## src/rtl/frame_filter_pkg.sv

```systemverilog
// Shared types and constants for the frame colour filter pipeline.
// Optional ordered dither helper is used only when FRAME_COLOR_FILTER_DITHER_EN is defined.
package frame_filter_pkg;

  typedef enum logic [1:0] {
    FM_PASS   = 2'd0,
    FM_GRAY   = 2'd1,
    FM_INVERT = 2'd2,
    FM_ROTATE = 2'd3
  } filter_mode_t;

  localparam logic [7:0] LUMA_R = 8'd77;
  localparam logic [7:0] LUMA_G = 8'd150;
  localparam logic [7:0] LUMA_B = 8'd29;

  typedef struct packed {
    logic [5:0] r;
    logic [5:0] g;
    logic [5:0] b;
  } rgb18_t;

  typedef struct packed {
    logic [3:0] r;
    logic [3:0] g;
    logic [3:0] b;
  } rgb12_t;

  // Indexed by {y[0], x[0]}
  localparam logic [1:0] BAYER2X2 [4] = '{2'd0, 2'd2, 2'd3, 2'd1};

  function automatic logic [3:0] dither_chan(input logic [5:0] c, input logic [1:0] t);
    logic [6:0] s;
    s = {1'b0, c} + {5'b0, t};
    return (s > 7'd63) ? 4'hF : 4'(s >> 2);
  endfunction

endpackage

```

## src/rtl/color_op.sv

```systemverilog
// Combinational per-pixel colour transform on 6-bit channels (filter stage).
// Zero latency; no flow control, the parent registers the result.
module color_op
  import frame_filter_pkg::*;
(
  input  filter_mode_t mode_i,
  input  rgb18_t       pix_i,
  output rgb18_t       pix_o
);

  logic [13:0] acc;
  logic [5:0]  luma;

  // 77+150+29 = 256, so 63*256 fits 14 bits and luma never exceeds 63
  always_comb begin
    acc  = 14'(LUMA_R) * 14'(pix_i.r) + 14'(LUMA_G) * 14'(pix_i.g) + 14'(LUMA_B) * 14'(pix_i.b);
    luma = 6'(acc >> 8);
  end

  always_comb begin
    pix_o = pix_i;
    case (mode_i)
      FM_PASS:   pix_o = pix_i;
      FM_GRAY:   pix_o = '{r: luma, g: luma, b: luma};
      FM_INVERT: pix_o = '{r: 6'd63 - pix_i.r, g: 6'd63 - pix_i.g, b: 6'd63 - pix_i.b};
      FM_ROTATE: pix_o = '{r: pix_i.g, g: pix_i.b, b: pix_i.r};
      default:   pix_o = pix_i;
    endcase
  end

endmodule

```

## src/rtl/frame_color_filter.sv

```systemverilog
// Colour filter between picture BRAM and VGA pins; 3 pixel_ce-qualified stages, all state holds when pixel_ce=0.
// Ordered 2x2 dither on picture pixels is enabled by defining FRAME_COLOR_FILTER_DITHER_EN.
module frame_color_filter
  import frame_filter_pkg::*;
#(
  parameter int unsigned H_SIZE     = 607,
  parameter int unsigned V_SIZE     = 455,
  parameter logic [11:0] BORDER_RGB = 12'h000
) (
  input  logic        clk,
  input  logic        reset,
  input  logic        pixel_ce,
  input  logic        loaded,
  input  logic [1:0]  mode_sw,
  input  logic [17:0] raw_rgb,
  input  logic [9:0]  x,
  input  logic [9:0]  y,
  input  logic        hsync_in,
  input  logic        vsync_in,
  input  logic        de_in,
  output logic [3:0]  vga_r,
  output logic [3:0]  vga_g,
  output logic [3:0]  vga_b,
  output logic        hsync_out,
  output logic        vsync_out,
  output logic        de_out,
  output logic [1:0]  active_mode
);

  localparam logic [9:0] H_LIM = 10'(H_SIZE);
  localparam logic [9:0] V_LIM = 10'(V_SIZE);

  filter_mode_t mode_q, mode_d;

  rgb18_t s1_pix_q;
  logic   s1_hs_q, s1_vs_q, s1_de_q, s1_pic_q;
  rgb18_t s2_pix_q, s2_pix_d;
  logic   s2_hs_q, s2_vs_q, s2_de_q, s2_pic_q;
  rgb12_t out_q, out_d;
  logic   hs_q, vs_q, de_q;

  // Latching at frame start means the frame-start pixel itself sees the new mode in the filter stage
  always_comb begin
    mode_d = mode_q;
    if (pixel_ce && (x == 10'd0) && (y == 10'd0)) mode_d = filter_mode_t'(mode_sw);
  end

  color_op u_color_op (
    .mode_i (mode_q),
    .pix_i  (s1_pix_q),
    .pix_o  (s2_pix_d)
  );

`ifdef FRAME_COLOR_FILTER_DITHER_EN
  logic [1:0] s1_ph_q, s2_ph_q;

  always_ff @(posedge clk) begin
    if (reset) begin
      s1_ph_q <= '0;
      s2_ph_q <= '0;
    end else if (pixel_ce) begin
      s1_ph_q <= {y[0], x[0]};
      s2_ph_q <= s1_ph_q;
    end
  end
`endif

  always_comb begin
    out_d = '0;
    if (s2_de_q) begin
      if (!s2_pic_q) begin
        out_d = BORDER_RGB;
      end else begin
`ifdef FRAME_COLOR_FILTER_DITHER_EN
        out_d.r = dither_chan(s2_pix_q.r, BAYER2X2[s2_ph_q]);
        out_d.g = dither_chan(s2_pix_q.g, BAYER2X2[s2_ph_q]);
        out_d.b = dither_chan(s2_pix_q.b, BAYER2X2[s2_ph_q]);
`else
        out_d.r = 4'(s2_pix_q.r >> 2);
        out_d.g = 4'(s2_pix_q.g >> 2);
        out_d.b = 4'(s2_pix_q.b >> 2);
`endif
      end
    end
  end

  always_ff @(posedge clk) begin
    if (reset) begin
      mode_q   <= FM_PASS;
      s1_pix_q <= '0;
      s1_hs_q  <= 1'b1;
      s1_vs_q  <= 1'b1;
      s1_de_q  <= 1'b0;
      s1_pic_q <= 1'b0;
      s2_pix_q <= '0;
      s2_hs_q  <= 1'b1;
      s2_vs_q  <= 1'b1;
      s2_de_q  <= 1'b0;
      s2_pic_q <= 1'b0;
      out_q    <= '0;
      hs_q     <= 1'b1;
      vs_q     <= 1'b1;
      de_q     <= 1'b0;
    end else begin
      mode_q <= mode_d;
      if (pixel_ce) begin
        s1_pix_q <= raw_rgb;
        s1_hs_q  <= hsync_in;
        s1_vs_q  <= vsync_in;
        s1_de_q  <= de_in;
        s1_pic_q <= loaded && (x < H_LIM) && (y < V_LIM);
        s2_pix_q <= s2_pix_d;
        s2_hs_q  <= s1_hs_q;
        s2_vs_q  <= s1_vs_q;
        s2_de_q  <= s1_de_q;
        s2_pic_q <= s1_pic_q;
        out_q    <= out_d;
        hs_q     <= s2_hs_q;
        vs_q     <= s2_vs_q;
        de_q     <= s2_de_q;
      end
    end
  end

  assign vga_r       = out_q.r;
  assign vga_g       = out_q.g;
  assign vga_b       = out_q.b;
  assign hsync_out   = hs_q;
  assign vsync_out   = vs_q;
  assign de_out      = de_q;
  assign active_mode = mode_q;

endmodule

```

## config.mk

```make
export PLATFORM = sky130hd
export DESIGN_NAME = frame_color_filter
export DESIGN_NICKNAME = d
export VERILOG_FILES = /design/src/rtl/frame_filter_pkg.sv /design/src/rtl/color_op.sv /design/src/rtl/frame_color_filter.sv
export SDC_FILE = /design/constraint.sdc
export NUM_CORES = 1
export LEC_CHECK = 0
export BUFFER_PORTS_ARGS = -buffer_cell sky130_fd_sc_hd__clkbuf_2
export CORE_ASPECT_RATIO = 2
export CORE_MARGIN = 2
export CORE_UTILIZATION = 53
export DETAILED_ROUTE_END_ITERATION = 8
export GPL_TIMING_DRIVEN = 0
export HOLD_SLACK_MARGIN = 0.02
export PLACE_DENSITY = 0.78
export SETUP_SLACK_MARGIN = 0.05
export SLEW_MARGIN = 10
export SYNTH_ARGS = -nofsm -noshare
export SYNTH_HDL_FRONTEND = slang
export SYNTH_SLANG_ARGS = --single-unit
```

## constraint.sdc

```tcl
create_clock -name clk -period 6.2 [get_ports clk]
set_input_delay 0.31 -clock clk [delete_from_list [all_inputs] [get_ports clk]]
set_output_delay 0.31 -clock clk [all_outputs]
set_load 0.03 [all_outputs]
```

* Word-level counts from Yosys, hierarchy flattened
Index checks and enable logic that the tools add are counted.
** Word-level totals
- Register bits :: 61
- Output and inout port bits :: 17
- Word-level logic and storage cells :: 44
** Cells by class
- Add/subtract/negate cells :: 5
- Multiply operators :: 3
- $lt $le $gt $ge :: 2
- Equal/unequal tests :: 3
- Multiplexer cells :: 3
- Reductions and logical operators :: 7
** Operators with widths (count)
- 18-bit case mux with 4 select lines :: 1
- 7-bit by 6-bit multiplier with 13-bit output (first input constant) :: 2
- 12-bit two-way mux :: 2
- 10-bit logical NOT :: 2
- 6-bit subtractor (first input constant) :: 3
- 13-bit by 14-bit adder with 14-bit output :: 1
- 14-bit by 11-bit adder with 14-bit output :: 1
- 5-bit by 6-bit multiplier with 11-bit output (first input constant) :: 1
- 10-bit < comparator (second input constant) :: 1
- 10-bit by 9-bit < comparator with 1-bit output (second input constant) :: 1
- 2-bit equality test (second input constant) :: 2
- 1-bit logical AND :: 4
- 2-bit by 1-bit equality test with 1-bit output (second input constant) :: 1
- 2-bit logical NOT :: 1

* Depth between registers and ports, before layout
- Depth after elaboration :: 4
- Depth in mapped cells :: 22
- Gate-level depth less buffers :: 22

* Modules after synthesis
Synthesis repeated with hierarchy kept, for this count alone.
** Second synthesis, totals
- Cell total of the unflattened synthesis :: 540
- Area total of the unflattened synthesis :: 4986.0 um^2
** Modules (own cells, without submodules)
- color_op :: times used 1, cells each 329, area each 2844.0 um^2, seq. area each 0.0 um^2
- frame_color_filter :: times used 1, cells each 211, area each 2142.1 um^2, seq. area each 1101.1 um^2

* Worst setup path after synthesis
OpenSTA, ideal clock, no wires.
- Path type :: register -> register
- From :: register s1_pix_q[9] (netlist bit)
- To :: register s2_pix_q[14] (netlist bit)
- Library setup time :: 126 ps
- Arrival time :: 5666 ps
- Data required time :: 6074 ps
- Setup slack :: 408 ps
- Stages on the path, launching flop included :: 21
- Cells stage by stage :: dfxtp_1 ha_1 ha_1 fa_1 ha_1 a21o_1 a21oi_1 xnor2_1 ha_1 fa_1 inv_1 fa_1 fa_1 inv_1 ha_1 a21o_1 a221oi_2 o21ai_1 mux2_1 a311oi_2 o21ai_1
** Between the ends
- Cells in the longest elaborated chain, start to end :: 4
** Ends and longest elaborated chain
- start: declaration :: RTL line frame_color_filter.sv:35 : rgb18_t s1_pix_q;
- start signal: assignment :: RTL line frame_color_filter.sv:107 : s1_pix_q <= raw_rgb;
- 7-bit by 6-bit multiplier with 13-bit output :: RTL line color_op.sv:16 : acc = 14'(LUMA_R) * 14'(pix_i.r) + 14'(LUMA_G) * 14'(pix_i.g) + 14'(LUMA_B) * 14'(pix_i.b);
- 13-bit by 14-bit adder with 14-bit output :: RTL line color_op.sv:16
- 14-bit by 11-bit adder with 14-bit output :: RTL line color_op.sv:16
- 18-bit case mux with 4 select lines :: RTL line color_op.sv:22 : case (mode_i)
- end signal: assignment :: RTL line frame_color_filter.sv:112 : s2_pix_q <= s2_pix_d;
- end: declaration :: RTL line frame_color_filter.sv:37 : rgb18_t s2_pix_q, s2_pix_d;
No other way between the ends.
A chain may end at the register's enable or synchronous reset.

* Worst setup path in the final report
Ends and elaborated chain as after synthesis.

==> impl_metrics.tcl <==
set metrics [dict create \
    run_status "finished clean" \
    antenna_cells 0 \
    core.rowCount 48 \
    crit_path_cell_trace "ha_1 > ha_4 > fa_2 > ha_1 > a21o_1 > a21oi_2 > xnor2_1 > ha_1 > fa_1 > inv_1 > fa_1 > fa_1 > inv_1 > ha_4 > and3_2 > a221oi_2 > o21ai_1 > mux2_1 > a311oi_2 > o21ai_1" \
    synth-seq-cells 55 \
    dieHeight_microns 138 \
    finish.net_count 747 \
    h-tree-depth 2 \
    grt_first_pass_wirelength_microns 18800 \
    cp_max_fo 5 \
    most_frequent_standard_cell_in_the_layout_excluding_fill_and_tap_cells "inv_1" \
    drtIter0Drc 147 \
    maxSlewViolCount 0 \
    cts.clk_slew.worst_paths_ps 70 \
    detailroute.via_count 4002 \
    final_setup_skew_ps 7.34 \
    hold_path.class "in -> reg" \
    timing.final.setup_violations 0 \
    postRouteWirelength_microns 11700 \
    critical_path_required_ps 6380 \
    clockBufferDepth 2 \
    synthesis.nets 672 \
    antenna_violating_nets_post_route 0 \
    slowest_cell_delay_on_critical_path_ps 550 \
    fin_tns_setup_ps 0 \
    ys_warn_count 0 \
    globalRoute.totalOverflow 0 \
    mostFrequentLayoutCells "inv_1, clkbuf_2, ha_1" \
    dp_hpwl_microns 9610 \
    first_pass_iteration_count_of_the_detailed_router 5 \
    final_layout_size_suffix_gt1_share_pct 16.2 \
    num_io_pins 64 \
    avgSynthCellArea_sq_um 9.12 \
    clkSinkCount 55 \
    clock_tree.root_cell "clkbuf_16" \
    synth_flop_cell "dfxtp_1" \
    yosysUniqueCellTypes 52 \
    critical_path_start_type "register" \
    numPortBuffers 63 \
    hold-worst-slack_ps 219 \
    ys_seq_area_share_pct 23.2 \
    areaGrowthSynthToFinish_pct 15.2 \
    vias_per_cell 5.74 \
    hold_viol_final 0 \
    max-cap-violations 0 \
    postCtsHoldBufs 0 \
    critical_path.endpoint_type "register" \
    number_of_synthesized_flops_with_an_enable_pin 0 \
    global_route.usage.total_pct 24.9 \
    routabilityCongestion 0.894 \
    wire_per_inst_microns 16.8 \
    critPathKind "reg -> reg" \
    period_minus_slack_ps 5910 \
    cp_max_delay_cell "fa_1" \
    synth_area_sq_um 4750 \
    peakVddDrop_uv 286 \
    cts-buffers-inserted 5 \
    critical_path_arrival_ps 6090 \
    floorplan.die_area_sq_um 9790 \
    fmax_ghz 0.169 \
    tightestPinTransition_ps 676 \
    drc 0 \
    synthesis.instances 521 \
    ys_async_sr_fraction_pct 0 \
    insertion_delay_ps 300 \
    grt_start_max_net_pins 18 \
    grt_antenna_before_repair 0 \
    initial_utilization_pct 54.9 \
    timing.max_slew.rel_slack_pct 54.9 \
    power_density_nw_per_um2 249 \
    leakage_dissipation_nw 2.71 \
    via_count_of_the_first_global_routing_pass 4133 \
    rsz0062_at_grt "no" \
    dieWidth_microns 71.0 \
    coreArea_sq_um 8650 \
    post-route-period-util_pct 95.3 \
    cts_tree "yes" \
]
==> synth_stat cells, types with 2 or more instances <==
master	instances	share of area, %
buf_2	3	0.32
a211o_1	12	2.2
a22oi_1	3	0.47
nor2_1	55	4.3
o211ai_1	2	0.32
o221ai_1	3	0.55
nor2b_1	22	2.9
a211oi_1	2	0.32
nand3_1	12	1.3
o21ai_0	7	0.74
clkbuf_1	13	1.0
a311oi_1	2	0.37
buf_1	4	0.32
a21oi_1	26	2.7
a31o_1	2	0.37
and3_1	5	0.66
xor2_1	3	0.55
a21o_1	5	0.79
nor3b_1	3	0.47
a31oi_1	8	1.1
nor4_1	3	0.39
a221oi_1	4	0.74
nor3_1	3	0.32
o32a_1	2	0.42
dfxtp_1	55	23
fa_1	40	17
o21a_1	2	0.32
nand4_1	3	0.39
or3_1	2	0.26
nand2b_1	4	0.53
o21ai_1	7	0.74
nand2_1	13	1.0
ha_1	64	17
mux2i_1	26	5.5
inv_1	78	6.2
xnor2_1	7	1.3
==> per-stage QoR <==
step / instance area (sq um) / power (mW) / setup slack [ps] / std cells / utilization (%)
after floorplan: 4750 / 0.826 / 408 / 521 / -
after CTS: 5390 / 1.32 / 117 / 693 / 62.3
after global placement: 5190 / 0.954 / -71.5 / 684 / 60.0
after detailed placement: 5190 / 0.980 / -181 / 684 / 60.0
final: 5470 / 1.36 / 294 / 697 / 63.3
after global routing: 5470 / 1.48 / 31.4 / 697 / 63.3
==> sequential cells by signal, summed over array words and instances, names as in the netlist, 2 cells and up <==
signal,flops
vga_g,4
active_mode,2
vga_r,4
s1_pix_q,18
s2_pix_q,12
vga_b,4
==> report_power, final <==
group	internal, mW	total, mW	switching (mW)
logic	0.285	0.639	0.354
clock network	0.203	0.334	0.131
registers	0.367	0.390	0.0229
==> worst paths after layout <==
kind                                  start      endpoint  slack [ps]  depth (start not counted)
worst min-delay path               hsync_in       s1_hs_q         220                          2
worst max-delay path            s1_pix_q[9]  s2_pix_q[14]         290                         20
worst min register to register      s2_hs_q     hsync_out         470                          1
worst max register to register  s1_pix_q[9]  s2_pix_q[14]         290                         20
==> final cells by class <==
| type | count | area (sq um) |
|---|---|---|
| Buffer | 20 | 78.8 |
| Clock buffer | 6 | 139 |
| Clock inverter | 2 | 38.8 |
| Fill cell | 745 | 3180 |
| Inverter | 79 | 297 |
| Multi-Input combinational cell | 367 | 3320 |
| Sequential cell | 55 | 1120 |
| Tap cell | 100 | 125 |
| Timing Repair Buffer | 68 | 353 |
==> worst max-delay path: cells and delay by family (launching register included) <==
family	cells	cell delay (ps)
buffers and inverters	2	120
AOI/OAI and AO/OA	6	1150
DFF	1	370
muxes	1	330
xor gates and xnor gates	1	150
adders and majority gates	9	3420
and+or+nand+nor	1	240
==> kinds of logic after synthesis <==
group                    Yosys count  share of synthesized area [%]
flip-flops                        55                           23.2
adder cells (fa/ha/maj)          104                           33.7
AO/OA/AOI/OAI                     93                           13.5
buffers and inverters             99                           7.90
XOR/XNOR                          10                           1.84
AND/OR/NAND/NOR                  133                           14.2
multiplexers                      27                           5.71
==> per-layer routing <==
metal | GRT usage [%] | up-vias | part of all wire [%] | wire (microns)
li1 | - | 1922 | - | -
met1 | 22.8 | 1902 | 33 | 3830
met2 | 49.0 | 125 | 57 | 6700
met3 | 2.11 | 53 | 3.0 | 350
met4 | 18.7 | 0 | 7.0 | 825
met5 | 0 | - | 0 | 0
==> timing repair <==
item | in CTS | in global routing
buffers inserted | 1 | 4
endpoints found under the hold margin | 0 | 0
setup endpoints to repair | 11 | 12
gates resized for setup | 5 | 11
pin swaps | 1 | 10
Power figures use the tool's default switching activity.
